### config.mk
export PLATFORM = sky130hd
export DESIGN_NAME = pwm_capture
export DESIGN_NICKNAME = d
export VERILOG_FILES = /design/src/rtl/pwm_capture.sv
export SDC_FILE = /design/constraint.sdc
export NUM_CORES = 1
export LEC_CHECK = 0
export CAP_MARGIN = 5
export CORE_ASPECT_RATIO = 0.8
export CORE_MARGIN = 2
export CORE_UTILIZATION = 57
export CTS_BUF_LIST = sky130_fd_sc_hd__clkbuf_4 sky130_fd_sc_hd__clkbuf_8
export CTS_CLUSTER_DIAMETER = 30
export DETAILED_ROUTE_END_ITERATION = 8
export MAX_ROUTING_LAYER = met4
export PLACE_DENSITY_LB_ADDON = 0.2
export SETUP_SLACK_MARGIN = 0.2
export SYNTH_ARGS = -nofsm -noshare
export SYNTH_HDL_FRONTEND = slang
export SYNTH_SLANG_ARGS = --single-unit
### constraint.sdc
create_clock -name clk -period 3.2 [get_ports clk]
set_input_delay 0.8 -clock clk [delete_from_list [all_inputs] [get_ports clk]]
set_output_delay 0.8 -clock clk [all_outputs]
set_load 0.02 [all_outputs]
### src/rtl/pwm_capture.sv
// PWM capture: measures period and high time of an asynchronous PWM input in clk cycles.
// Define PWM_CAPTURE_GLITCH_FILTER_EN to add a FILTER_LEN-sample glitch filter after the synchronizer.
module pwm_capture #(
  parameter int unsigned CNT_W       = 16,
  parameter int unsigned SYNC_STAGES = 2
`ifdef PWM_CAPTURE_GLITCH_FILTER_EN
  ,
  parameter int unsigned FILTER_LEN  = 3
`endif
) (
  input  logic             clk,
  input  logic             rst,
  input  logic             cap_en,
  input  logic             pwm_in,
  input  logic [CNT_W-1:0] max_period,
  output logic [CNT_W-1:0] period_meas,
  output logic [CNT_W-1:0] high_meas,
  output logic             meas_valid,
  output logic             stuck,
  output logic             stuck_level,
  output logic             busy
);

  localparam logic [CNT_W-1:0] CNT_MAX  = {CNT_W{1'b1}};
  localparam logic [CNT_W-1:0] CNT_ONE  = CNT_W'(1);
  localparam logic [CNT_W-1:0] CNT_ZERO = '0;

  typedef enum logic [1:0] {
    IDLE = 2'd0,
    ARM  = 2'd1,
    HIGH = 2'd2,
    LOW  = 2'd3
  } state_e;

  state_e                 state_q, state_d;
  logic [SYNC_STAGES-1:0] sync_q, sync_d;
  logic                   s_prev_q, s_prev_d;
  logic [CNT_W-1:0]       cnt_p_q, cnt_p_d;
  logic [CNT_W-1:0]       cnt_h_q, cnt_h_d;
  logic [CNT_W-1:0]       high_lat_q, high_lat_d;
  logic [CNT_W-1:0]       period_q, period_d;
  logic [CNT_W-1:0]       high_q, high_d;
  logic                   meas_valid_q, meas_valid_d;
  logic                   stuck_q, stuck_d;
  logic                   stuck_level_q, stuck_level_d;
  logic                   busy_q, busy_d;

  logic                   raw_in;
  logic                   s_in;
  logic                   rise;
  logic                   fall;
  logic                   timeout;
  logic [CNT_W-1:0]       cnt_p_inc;
  logic [CNT_W-1:0]       cnt_h_inc;

  assign raw_in = sync_q[SYNC_STAGES-1];

  always_comb begin
    sync_d = {sync_q[SYNC_STAGES-2:0], pwm_in};
  end

`ifdef PWM_CAPTURE_GLITCH_FILTER_EN
  // s_in follows raw_in only once the current and previous FILTER_LEN-1 samples agree.
  localparam int unsigned HIST_W = FILTER_LEN - 1;

  logic [HIST_W-1:0] hist_q, hist_d;
  logic              s_filt_q, s_filt_d;

  always_comb begin
    hist_d   = (hist_q << 1) | HIST_W'(raw_in);
    s_filt_d = (hist_q == {HIST_W{raw_in}}) ? raw_in : s_filt_q;
  end

  assign s_in = s_filt_d;
`else
  assign s_in = raw_in;
`endif

  assign rise      = s_in & ~s_prev_q;
  assign fall      = ~s_in & s_prev_q;
  assign cnt_p_inc = (cnt_p_q == CNT_MAX) ? CNT_MAX : cnt_p_q + CNT_ONE;
  assign cnt_h_inc = (cnt_h_q == CNT_MAX) ? CNT_MAX : cnt_h_q + CNT_ONE;
  assign timeout   = (max_period != CNT_ZERO) && (cnt_p_q >= max_period);

  // Next-state and result logic; a timeout restarts cnt_p at 1 so stuck strobes repeat every max_period cycles.
  always_comb begin
    state_d       = state_q;
    s_prev_d      = s_in;
    cnt_p_d       = cnt_p_q;
    cnt_h_d       = cnt_h_q;
    high_lat_d    = high_lat_q;
    period_d      = period_q;
    high_d        = high_q;
    meas_valid_d  = 1'b0;
    stuck_d       = stuck_q;
    stuck_level_d = stuck_level_q;

    if (!cap_en) begin
      state_d = IDLE;
      cnt_p_d = CNT_ZERO;
      cnt_h_d = CNT_ZERO;
    end else begin
      unique case (state_q)
        IDLE: begin
          cnt_p_d = CNT_ZERO;
          cnt_h_d = CNT_ZERO;
          state_d = ARM;
        end
        ARM: begin
          if (rise) begin
            cnt_p_d = CNT_ONE;
            cnt_h_d = CNT_ONE;
            state_d = HIGH;
          end else if (timeout) begin
            period_d      = CNT_ZERO;
            high_d        = CNT_ZERO;
            stuck_d       = 1'b1;
            stuck_level_d = s_in;
            meas_valid_d  = 1'b1;
            cnt_p_d       = CNT_ONE;
            cnt_h_d       = CNT_ZERO;
          end else begin
            cnt_p_d = cnt_p_inc;
          end
        end
        HIGH: begin
          if (timeout && !rise) begin
            period_d      = CNT_ZERO;
            high_d        = CNT_ZERO;
            stuck_d       = 1'b1;
            stuck_level_d = s_in;
            meas_valid_d  = 1'b1;
            cnt_p_d       = CNT_ONE;
            cnt_h_d       = CNT_ZERO;
            state_d       = ARM;
          end else if (fall || rise) begin
            high_lat_d = cnt_h_q;
            cnt_p_d    = cnt_p_inc;
            state_d    = LOW;
          end else begin
            cnt_p_d = cnt_p_inc;
            cnt_h_d = cnt_h_inc;
          end
        end
        LOW: begin
          if (rise) begin
            period_d     = cnt_p_q;
            high_d       = high_lat_q;
            stuck_d      = 1'b0;
            meas_valid_d = 1'b1;
            cnt_p_d      = CNT_ONE;
            cnt_h_d      = CNT_ONE;
            state_d      = HIGH;
          end else if (timeout) begin
            period_d      = CNT_ZERO;
            high_d        = CNT_ZERO;
            stuck_d       = 1'b1;
            stuck_level_d = s_in;
            meas_valid_d  = 1'b1;
            cnt_p_d       = CNT_ONE;
            cnt_h_d       = CNT_ZERO;
            state_d       = ARM;
          end else begin
            cnt_p_d = cnt_p_inc;
          end
        end
        default: state_d = IDLE;
      endcase
    end

    busy_d = (state_d != IDLE);
  end

  always_ff @(posedge clk) begin
    if (rst) begin
      state_q       <= IDLE;
      sync_q        <= '0;
      s_prev_q      <= 1'b0;
      cnt_p_q       <= CNT_ZERO;
      cnt_h_q       <= CNT_ZERO;
      high_lat_q    <= CNT_ZERO;
      period_q      <= CNT_ZERO;
      high_q        <= CNT_ZERO;
      meas_valid_q  <= 1'b0;
      stuck_q       <= 1'b0;
      stuck_level_q <= 1'b0;
      busy_q        <= 1'b0;
`ifdef PWM_CAPTURE_GLITCH_FILTER_EN
      hist_q        <= '0;
      s_filt_q      <= 1'b0;
`endif
    end else begin
      state_q       <= state_d;
      sync_q        <= sync_d;
      s_prev_q      <= s_prev_d;
      cnt_p_q       <= cnt_p_d;
      cnt_h_q       <= cnt_h_d;
      high_lat_q    <= high_lat_d;
      period_q      <= period_d;
      high_q        <= high_d;
      meas_valid_q  <= meas_valid_d;
      stuck_q       <= stuck_d;
      stuck_level_q <= stuck_level_d;
      busy_q        <= busy_d;
`ifdef PWM_CAPTURE_GLITCH_FILTER_EN
      hist_q        <= hist_d;
      s_filt_q      <= s_filt_d;
`endif
    end
  end

  assign period_meas = period_q;
  assign high_meas   = high_q;
  assign meas_valid  = meas_valid_q;
  assign stuck       = stuck_q;
  assign stuck_level = stuck_level_q;
  assign busy        = busy_q;

endmodule
==> load_flow_metrics.sql, run 1 <==
INSERT INTO impl_metrics (metric_group, metric, value, unit) VALUES
('clocking', 'level_count_of_the_clock_h_tree', '3', ''),
('drt', 'postRouteAntennaNets', '0', ''),
('global_route', 'largest_net_degree_at_the_start_of_global_routing', '40', ''),
('worst_setup_path', 'required', '3.51', 'ns'),
('logic_synthesis', 'synth_cell_type_count', '40', ''),
('logic_synthesis', 'synthesis.nets', '555', ''),
('clocking', 'clock_sink_count', '89', ''),
('floorplan', 'fp.dieH', '82.4', 'µm'),
('worst_setup_path', 'timing.critical_path.from', 'max_period[0]', ''),
('logic_synthesis', 'synth.top_cells.by_count', '89 x sky130_fd_sc_hd__dfxtp_1, 51 x sky130_fd_sc_hd__a21oi_1, 49 x sky130_fd_sc_hd__o21ai_0', ''),
('clocking', 'cts_tree', 'yes', ''),
('drt', 'detail_route.wirelength', '12100', 'µm'),
('timing', 'slew_violations', '0', ''),
('placement', 'placed_instance_count', '671', ''),
('power_and_ir_drop', 'power.ir.vdd_worst', '0.000291', 'V'),
('clocking', 'clk_root_buffer_cell', 'sky130_fd_sc_hd__clkbuf_8', ''),
('global_route', 'grt_remaining_overflow', '0', ''),
('drt', 'met3RoutedLength', '892', 'µm'),
('logic_synthesis', 'yosysWarnings', '0', ''),
('clocking', 'clkSlewWorstSetupHoldPaths', '0.10', 'ns'),
('finish', 'fin_util', '75.7', '%'),
('worst_hold_path', 'hp-class', 'flip-flop to flip-flop', ''),
('floorplan', 'die_span_in_x', '102', 'µm'),
('worst_setup_path', 'arrival', '3.27', 'ns'),
('timing', 'timing.final.hold_violations', '0', ''),
('placement', 'place_hpwl', '8000', 'µm'),
('logic_synthesis', 'synthDominantAreaCellType', 'sky130_fd_sc_hd__dfxtp_1', ''),
('floorplan', 'core_region_area', '7430', 'µm²'),
('power_and_ir_drop', 'power.static_leakage', '2.04', 'nW'),
('drt', 'wl_per_cell', '17.5', 'µm'),
('finish', 'layoutNonFillerInstCount', '695', ''),
('floorplan', 'floorplan.die_area', '8410', 'µm²'),
('floorplan', 'start_util', '59.0', '%'),
('timing', 'final.setup.tns', '0', 'ns'),
('drt', 'drt_pre_antenna_iters', '5', ''),
('power_and_ir_drop', 'pwr_density_cell', '382', 'nW/µm²'),
('timing', 'relative_max_transition_margin', '53.5', '%'),
('timing', 'fin_hold_ws', '0.477', 'ns'),
('clocking', 'clock_tree.buffer_depth', '2', ''),
('worst_setup_path', 'criticalPathCategory', 'input pin to flip-flop', ''),
('timing', 'max_clock_freq', '337', 'MHz'),
('drt', 'route.met2.wl', '5570', 'µm'),
('finish', 'final_layout_size_suffix_gt1_share', '14.6', '%'),
('floorplan', 'rows', '28', ''),
('logic_synthesis', 'seq_area_frac_synth', '40.7', '%'),
('finish', 'design.final.nets', '624', ''),
('global_route', 'grt_pass1_wl', '19300', 'µm'),
('finish', 'areaGrowthSynthToFinish', '28.4', '%'),
('timing', 'tightestPinTransition', '0.696', 'ns'),
('drt', 'route.detailed.vias_per_inst', '6.08', ''),
('timing', 'setup-violations-final', '0', ''),
('logic_synthesis', 'synthArstFlopShare', '0', '%'),
('logic_synthesis', 'yosysMostFrequentCell', 'sky130_fd_sc_hd__dfxtp_1', ''),
('finish', 'antenna_cells_inserted', '0', ''),
('placement', 'io_buffers', '55', ''),
('clocking', 'cts-buffers-inserted', '9', ''),
('clocking', 'ctsHoldBuffers', '0', ''),
('drt', 'drcViolationCount', '0', ''),
('worst_setup_path', 'worstPathMaxFanout', '8', ''),
('logic_synthesis', 'synth-main-ff-cell', 'sky130_fd_sc_hd__dfxtp_1', ''),
('worst_setup_path', 'regToRegStartpoint', 'cnt_p_q[13]', ''),
('timing', 'layout_min_cycle_time', '2.97', 'ns'),
('timing', 'final_min_period_over_clock_period', '92.7', '%'),
('worst_setup_path', 'start_kind', 'input pin', ''),
('logic_synthesis', 'synth.top_cell.area_share', '40.7', '%'),
('job', 'maxCapViolCount', '0', ''),
('logic_synthesis', 'synth_area', '4380', 'µm²'),
('global_route', 'antenna_violations_before_repair', '0', ''),
('drt', 'dr_total_vias', '4225', ''),
('global_route', 'number_of_global_route_vias_before_repair', '3857', ''),
('status', 'outcome', 'complete, no violations', '');
layer usage:
| layer | track usage, % | vias to the layer above |
|---|---|---|
| met5 | - | - |
| met2 | 46.3 | 195 |
| met3 | 6.14 | 25 |
| li1 | - | 2000 |
| met1 | 41.0 | 2005 |
| met4 | 9.07 | 0 |
path summary, 6_finish.rpt:
check	endpoint	slack (ns)	cells after the start
worst max register to register	meas_valid	0.42	9
worst min register to register	sync_q[1]	0.48	1
worst min-delay path	sync_q[1]	0.48	1
worst max-delay path	meas_valid	0.23	11
kinds of logic (layout without fill, tap and decap cells):
kind of cell / Yosys count / in the layout / share of synthesized area (%)
compound gates: 166 / 166 / 23.1
xor+xnor: 12 / 12 / 2.40
fa+ha+maj: 19 / 19 / 5.43
buf+inv: 55 / 129 / 5.11
flops: 89 / 89 / 40.7
mux: 20 / 20 / 4.60
simple gates: 155 / 155 / 18.7
metrics by stage:
step                worst slack [ns]  total power [mW]  instance area (µm²)
floorplan                      0.226              1.20                 4380
global route                   0.192              2.21                 5630
finish                         0.233              2.15                 5630
detailed placement            -0.490              1.26                 5170
global placement              -0.331              1.25                 5170
CTS                            0.249              2.15                 5570
area by class of cell:
| class | count | area [µm²] |
|---|---|---|
| clock inverters | 7 | 109 |
| multi-input cells | 372 | 2510 |
| flip-flops and latches | 89 | 1780 |
| inverters | 22 | 82.6 |
| clock buffers | 9 | 124 |
| fillers | 537 | 1800 |
| well taps | 105 | 131 |
| repair buffers | 91 | 885 |
cells in the final DEF, fill, tap and decap left out, types with 4 or more instances in the layout:
cell type,count
sky130_fd_sc_hd__buf_12,4
sky130_fd_sc_hd__xor2_1,7
sky130_fd_sc_hd__clkbuf_2,4
sky130_fd_sc_hd__and3_1,7
sky130_fd_sc_hd__nand4_1,7
sky130_fd_sc_hd__nor2_1,28
sky130_fd_sc_hd__a31oi_1,6
sky130_fd_sc_hd__xnor2_1,5
sky130_fd_sc_hd__o21ai_0,49
sky130_fd_sc_hd__ha_1,12
sky130_fd_sc_hd__nand3_1,14
sky130_fd_sc_hd__ha_4,7
sky130_fd_sc_hd__nand2_1,25
sky130_fd_sc_hd__clkbuf_8,9
sky130_fd_sc_hd__inv_2,7
sky130_fd_sc_hd__mux2i_1,19
sky130_fd_sc_hd__nor2b_1,11
sky130_fd_sc_hd__buf_4,26
sky130_fd_sc_hd__nand2b_1,33
sky130_fd_sc_hd__nor4_1,4
sky130_fd_sc_hd__dlymetal6s2s_1,6
sky130_fd_sc_hd__a211oi_1,34
sky130_fd_sc_hd__dlygate4sd2_1,6
sky130_fd_sc_hd__dfxtp_1,89
sky130_fd_sc_hd__a41oi_1,8
sky130_fd_sc_hd__nor3_1,7
sky130_fd_sc_hd__buf_6,5
sky130_fd_sc_hd__a21oi_1,51
sky130_fd_sc_hd__inv_1,15
sky130_fd_sc_hd__clkdlybuf4s50_1,39
sky130_fd_sc_hd__o21a_1,4
flip-flops by register name, summed over array words and instances, names as in the netlist, 2 cells and up:
register and cells:
period_meas 16, state_q 2, cnt_h_q 16, sync_q 2, high_meas 16, high_lat_q 16
cnt_p_q 16
worst max-delay path: stages:
cell and delay (ns):
sky130_fd_sc_hd__dlygate4sd2_1 0.25, sky130_fd_sc_hd__ha_1 0.27, sky130_fd_sc_hd__nand2b_4 0.11, sky130_fd_sc_hd__a2111oi_1 0.08
sky130_fd_sc_hd__buf_4 0.15, sky130_fd_sc_hd__or4b_4 0.53, sky130_fd_sc_hd__a311o_2 0.47, sky130_fd_sc_hd__buf_4 0.16
sky130_fd_sc_hd__buf_4 0.15, sky130_fd_sc_hd__a21boi_0 0.17, sky130_fd_sc_hd__o21a_1 0.14
power by group:
part           total [mW]  internal [mW]  switching, mW
sequential           1.12           1.11        0.00526
combinational       0.128         0.0602         0.0680
clock               0.903          0.459          0.443
total                2.15           1.63          0.517
timing repair:
action                     CTS  global route
pin swaps                    6             7
buffers inserted             7             0
gates resized for setup     35            26
cloned                       1             0
setup endpoints to repair   84            40
(Power assumes the default switching activity.)
==> run 2, diff against run 1 <==
--- a/config.mk
+++ b/config.mk
@@ -5,7 +5,6 @@
 export SDC_FILE = /design/constraint.sdc
 export NUM_CORES = 1
 export LEC_CHECK = 0
-export CAP_MARGIN = 5
 export CORE_ASPECT_RATIO = 0.8
 export CORE_MARGIN = 2
 export CORE_UTILIZATION = 57
==> results of run 2 <==
The final DEF is identical to that of run 1; final timing and power are the same.
==> run 3, diff against run 2 <==
--- a/config.mk
+++ b/config.mk
@@ -6,7 +6,7 @@
 export NUM_CORES = 1
 export LEC_CHECK = 0
 export CORE_ASPECT_RATIO = 0.8
-export CORE_MARGIN = 2
+export CORE_MARGIN = 5
 export CORE_UTILIZATION = 57
 export CTS_BUF_LIST = sky130_fd_sc_hd__clkbuf_4 sky130_fd_sc_hd__clkbuf_8
 export CTS_CLUSTER_DIAMETER = 30
==> run 3 against run 2 <==
  * Die area grew 14%
  * Clock power shrank 3.9%
  * Via count shrank 1.8%
  * Highest routed layer unchanged
  * Combinational power shrank 3%
  * Critical endpoint is now stuck_level
  * Flip-flop and latch count is the same
  * Clock-buffer cell count is the same
  * Worst setup slack lost 0.030 ns
  * Total power shrank 1.9%
  * Register-to-register slack gained 0.02 ns
  * Clock skew shrank 0.0025 ns
==> load_flow_metrics.sql, run 3 (synthesis results as in run 1) <==
INSERT INTO impl_metrics (metric_group, metric, value, unit) VALUES
('floorplan', 'fp.dieH', '88.4', 'µm'),
('worst_setup_path', 'rr_worst_depth', '8', ''),
('finish', 'design.final.nets', '622', ''),
('power_and_ir_drop', 'report.power.total', '2.11', 'mW'),
('worst_setup_path', 'start_kind', 'input pin', ''),
('finish', 'final_common_cell', 'sky130_fd_sc_hd__dfxtp_1', ''),
('clocking', 'cts_tree', 'yes', ''),
('worst_setup_path', 'required', '3.45', 'ns'),
('clocking', 'clock_tree.buffer_depth', '2', ''),
('drt', 'postRouteAntennaNets', '0', ''),
('worst_hold_path', 'hp-class', 'flip-flop to flip-flop', ''),
('drt', 'detail_route.wirelength', '11900', 'µm'),
('worst_hold_path', 'worstHoldStart', 'sync_q[0]', ''),
('worst_setup_path', 'crit_path_max_incr_delay', '0.50', 'ns'),
('global_route', 'number_of_global_route_vias_before_repair', '3993', ''),
('timing', 'timing.final.hold_violations', '0', ''),
('placement', 'place_congestion', '0.891', ''),
('clocking', 'level_count_of_the_clock_h_tree', '3', ''),
('timing', 'rsz0062_at_grt', 'yes', ''),
('placement', 'place_hpwl', '8030', 'µm'),
('worst_setup_path', 'criticalPathCategory', 'input pin to flip-flop', ''),
('worst_setup_path', 'worstSetupEndpoint', 'stuck_level', ''),
('floorplan', 'rows', '28', ''),
('timing', 'final_min_period_over_clock_period', '93.7', '%'),
('worst_setup_path', 'worstPathMaxFanout', '6', ''),
('power_and_ir_drop', 'pwr_density_cell', '378', 'nW/µm²'),
('worst_setup_path', 'critPathCaptureType', 'flip-flop', ''),
('floorplan', 'start_util', '59.0', '%'),
('global_route', 'largest_net_degree_at_the_start_of_global_routing', '40', ''),
('worst_setup_path', 'ff2ff_setup_slack', '0.44', 'ns'),
('drt', 'detail_route.iter0.violations', '198', ''),
('finish', 'antenna_cells_inserted', '0', ''),
('worst_setup_path', 'critical_path_cell_sequence', 'clkdlybuf4s15_1, inv_2, ha_4, nand4_1, nor3_2, or4b_4, a311o_2, buf_6, nor2_2, mux2_2', ''),
('clocking', 'clk_root_buffer_cell', 'sky130_fd_sc_hd__clkbuf_8', ''),
('power_and_ir_drop', 'power.static_leakage', '1.99', 'nW'),
('job', 'maxCapViolCount', '0', ''),
('worst_setup_path', 'timing.critical_path.from', 'max_period[13]', ''),
('timing', 'max_clock_freq', '334', 'MHz'),
('placement', 'io_buffers', '55', ''),
('worst_setup_path', 'arrival', '3.25', 'ns'),
('floorplan', 'core_region_area', '7430', 'µm²'),
('timing', 'setup-violations-final', '0', ''),
('finish', 'final_layout_size_suffix_gt1_share', '13.4', '%'),
('finish', 'fin_util', '75.0', '%'),
('clocking', 'clkSlewWorstSetupHoldPaths', '0.09', 'ns'),
('timing', 'final.setup.tns', '0', 'ns'),
('clocking', 'clk_latency', '0.36', 'ns'),
('finish', 'n_fill_cell', '562', ''),
('worst_setup_path', 'regToRegStartpoint', 'cnt_p_q[13]', ''),
('timing', 'relative_max_transition_margin', '53.9', '%'),
('floorplan', 'die_span_in_x', '108', 'µm'),
('global_route', 'total_global_routing_track_utilization', '26.4', '%'),
('timing', 'tightestPinTransition', '0.689', 'ns'),
('global_route', 'grt_remaining_overflow', '0', ''),
('worst_setup_path', 'critical_path.slowest_cell', 'sky130_fd_sc_hd__or4b_4', ''),
('drt', 'dr_total_vias', '4151', ''),
('floorplan', 'floorplan.die_area', '9550', 'µm²'),
('global_route', 'antenna_violations_before_repair', '0', ''),
('finish', 'mostFrequentLayoutCells', '89 x sky130_fd_sc_hd__dfxtp_1, 51 x sky130_fd_sc_hd__a21oi_1, 49 x sky130_fd_sc_hd__o21ai_0, 39 x sky130_fd_sc_hd__clkdlybuf4s50_1', ''),
('floorplan', 'top_level_pins', '56', ''),
('clocking', 'cts-buffers-inserted', '9', ''),
('timing', 'skew', '0.00874', 'ns'),
('worst_setup_path', 'critical_path.reg2reg.endpoint', 'stuck_level', ''),
('power_and_ir_drop', 'power.ir.vdd_worst', '0.000312', 'V'),
('clocking', 'clock_sink_count', '89', ''),
('finish', 'areaGrowthSynthToFinish', '27.2', '%'),
('status', 'outcome', 'complete, no violations', ''),
('clocking', 'ctsHoldBuffers', '0', ''),
('drt', 'drt_pre_antenna_iters', '5', ''),
('drt', 'drcViolationCount', '0', ''),
('drt', 'wl_per_cell', '17.1', 'µm'),
('timing', 'layout_min_cycle_time', '3.00', 'ns'),
('drt', 'route.detailed.vias_per_inst', '5.99', ''),
('global_route', 'grt_pass1_wl', '19600', 'µm'),
('timing', 'slew_violations', '0', '');
[run 3: worst max-delay path, delay by kind of cell]
family | cells | cell delay, ns
compound gates | 1 | 0.48
buf+inv | 3 | 0.43
fa+ha+maj | 1 | 0.26
mux | 1 | 0.33
simple gates | 4 | 0.95
[run 3: area by class of cell]
class	instances	area [µm²]	share of cell area (%)
clock inverter	7	101	1.82
timing repair buffer	89	853	15.3
multi-input combinational	372	2500	44.8
tap	105	131	2.36
clock buffer	9	124	2.22
inverter	22	82.6	1.48
sequential	89	1780	32.0
[run 3: where the power goes]
part | switching [mW] | total, mW | internal, mW
registers | 0.00475 | 1.11 | 1.11
logic | 0.0645 | 0.124 | 0.0590
clock network | 0.420 | 0.868 | 0.448
total | 0.489 | 2.11 | 1.62
[run 3: how the worst min path moves through the flow]
stage	to	slack (ns)	cells past startpoint
final	sync_q[1]	0.45	1
after global routing	sync_q[1]	0.45	1
after CTS	sync_q[1]	0.45	1
after detailed placement	sync_q[1]	0.44	1
after global placement	sync_q[1]	0.44	1
after floorplan	sync_q[1]	0.41	1
[run 3: per-stage QoR]
step           instances  hold WS, ns  worst slack [ns]  instance area [µm²]
2_1_floorplan        516        0.414             0.226                 4380
3_3_place_gp         672        0.440            -0.333                 5180
3_5_place_dp         672        0.443            -0.486                 5180
4_1_cts              691        0.452             0.219                 5490
5_1_grt              693        0.454             0.169                 5570
6_report             693        0.451             0.202                 5570
[run 3: layer usage]
metal | up-vias | GRT usage [%] | share of wire (%)
met5 | - | - | 0
met4 | 0 | 7.80 | 2.0
met3 | 32 | 5.25 | 6.5
met2 | 164 | 41.0 | 45
met1 | 1962 | 35.2 | 46
li1 | 1993 | - | -
[run 3: timing repair]
action                                  4_1_cts  5_1_grt
resized for setup                            30       17
endpoints found under the setup margin       84       20
pin swaps                                     6        7
setup buffers                                 2        2
cloned                                        1        0
==> edit, RTL diff (settings of run 1) <==
Register the input `max_period` before use, without a reset. The logic sees it one clock later. The other inputs are not delayed to match. Comments in the files are not updated.
--- a/src/rtl/pwm_capture.sv
+++ b/src/rtl/pwm_capture.sv
@@ -34,2 +34,8 @@
 
+  logic [CNT_W-1:0] max_period_q;
+
+  always_ff @(posedge clk) begin
+    max_period_q <= max_period;
+  end
+
   state_e                 state_q, state_d;
@@ -82,3 +88,3 @@
   assign cnt_h_inc = (cnt_h_q == CNT_MAX) ? CNT_MAX : cnt_h_q + CNT_ONE;
-  assign timeout   = (max_period != CNT_ZERO) && (cnt_p_q >= max_period);
+  assign timeout   = (max_period_q != CNT_ZERO) && (cnt_p_q >= max_period_q);
 
Check against the original RTL: not equivalent (a bounded check fails within 4 cycles, from zero or initial values and one cycle with rst high).
==> edit against run 1 <==
Non-clock buffer count shrank 26; largest cell class unchanged; wire length shrank 12%; global-route usage shrank 4.3 points; register-to-register slack gained 40 ps; sequential cell count grew 16; sequential power grew 19%; count of clock-buffer cells in the layout grew 1; total power grew 7.1%; cell area shrank 2.0%; setup slack gained 220 ps; clock power shrank 5.1%; highest routed layer unchanged; area after synthesis grew 6.9%; via count shrank 5.2%.
==> edit: results (changes against run 1) <==
| Metric | Value |
|---|---|
| Overall fraction of global-route tracks in use | 26.0% (-4.3 points) |
| Number of different library cells in the post-synthesis netlist | 43 (+7.5%) |
| Fin Clk Skew | 13.4 ps (+2.22 ps) |
| Fraction of layout instances using a drive strength above 1 | 5.80% (-8.8 points) |
| Cell types occupying the most area after synthesis | dfxtp_1 45%, a21oi_1 7.4%, nand2_1 5.3% |
| CP max FO | 16 (+8) |
| Share of the yosys chip area belonging to registers | 44.9% (+4.2 points) |
| Average routed wire per standard cell | 15.5 um (-11%) |
| Standby leakage power | 1.92 nW (-5.9%) |
| Max_slew headroom | 51.7% (-1.8 points) |
| Critical path endpoint | high_lat_q[1] |
| Total half-perimeter wirelength after legalization and detailed placement | 7530 um (-5.9%) |
| Capture endpoint of the worst hold path | high_meas[13] |
| Critical Path Source | cnt_p_q[13] |
| Number of buffers inserted by post-CTS setup repair | 0 (-7) |
| Later-pin clock latency in the skew report | 390 ps (+20 ps) |
| Vias/cell | 5.77 (-5.0%) |
| Worst vdd rail ir drop | 267 uV (-8.1%) |
| Outcome | completed |
| Last weighted congestion value of the routability-driven placer | 0.865 (-4.0%) |
| Routed length on met1 | 5250 um (-3.7%) |
| Number of nets in the final layout | 620 (-0.64%) |
| FF-to-FF path depth | 8 (-1) |
| Worst hold path startpoint | high_lat_q[13] |
| Placed inst area | 5290 um^2 (+2.3%) |
| Largest net degree at the start of global routing | 39 (-2.5%) |
| Post-Synthesis Net Count | 575 (+3.6%) |
| Count of cells resized by post-cts repair | 1 (-97%) |
| First-pass GRT wire length | 18100 um (-6.2%) |
[edit: cell count changes after synthesis, sizes merged, moves of 6 or more]
cell and change:
o21ai -26, clkbuf -6, a21oi +18, o211ai +33, nor2 -16, dfxtp +16, nand2 +38, a211oi -31
a41oi -7
[edit: stage by stage]
stage / hold slack (ps) / std cells / utilization, % / setup slack (ps) / total power, W
floorplan: 414 / 536 / - / 859 / 0.00143
global placement: 424 / 678 / 66.6 / 413 / 0.00147
detailed placement: 437 / 678 / 66.6 / 247 / 0.00147
CTS: 459 / 694 / 69.2 / 359 / 0.00232
global route: 472 / 694 / 69.4 / 276 / 0.00238
finish: 451 / 694 / 69.4 / 455 / 0.00230
[edit: critical path: stages, from the launching register on]
cell       delay, ps
dfxtp_1          480
ha_1             300
a21o_1           180
a21o_1           200
a2111oi_4        400
a31o_4           330
and4b_1          250
buf_4            290
mux2i_1          220
[edit: logic make-up (layout without fill, tap and decap cells)]
kind of cell               count (synthesis)  after routing  synth area share, %
adders and majority gates                 19             19                 5.08
and+or+nand+nor                          184            184                 20.0
buffers and inverters                     53            103                 5.16
muxes                                     17             17                 3.66
xor gates and xnor gates                  11             11                 2.06
DFF                                      105            105                 44.9
AOI/OAI and AO/OA                        147            147                 19.2
[edit: cell type report]
cell class	count	area share [%]
Multi-Input combinational cell	378	42.8
Sequential cell	105	38.1
Timing Repair Buffer	65	11.4
Tap cell	108	2.45
Clock buffer	10	2.38
Inverter	22	1.50
Clock inverter	6	1.34
[edit: metal layers]
metal	vias to the layer above	track usage (%)
li1	1977	-
met1	1839	37.1
met2	165	36.1
met3	25	6.37
met4	0	8.48
met5	-	-
[edit: report_power, final]
part | internal (W) | switching [W]
logic | 0.0000509 | 0.0000576
clock network | 0.000381 | 0.000476
registers | 0.00132 | 0.0000125
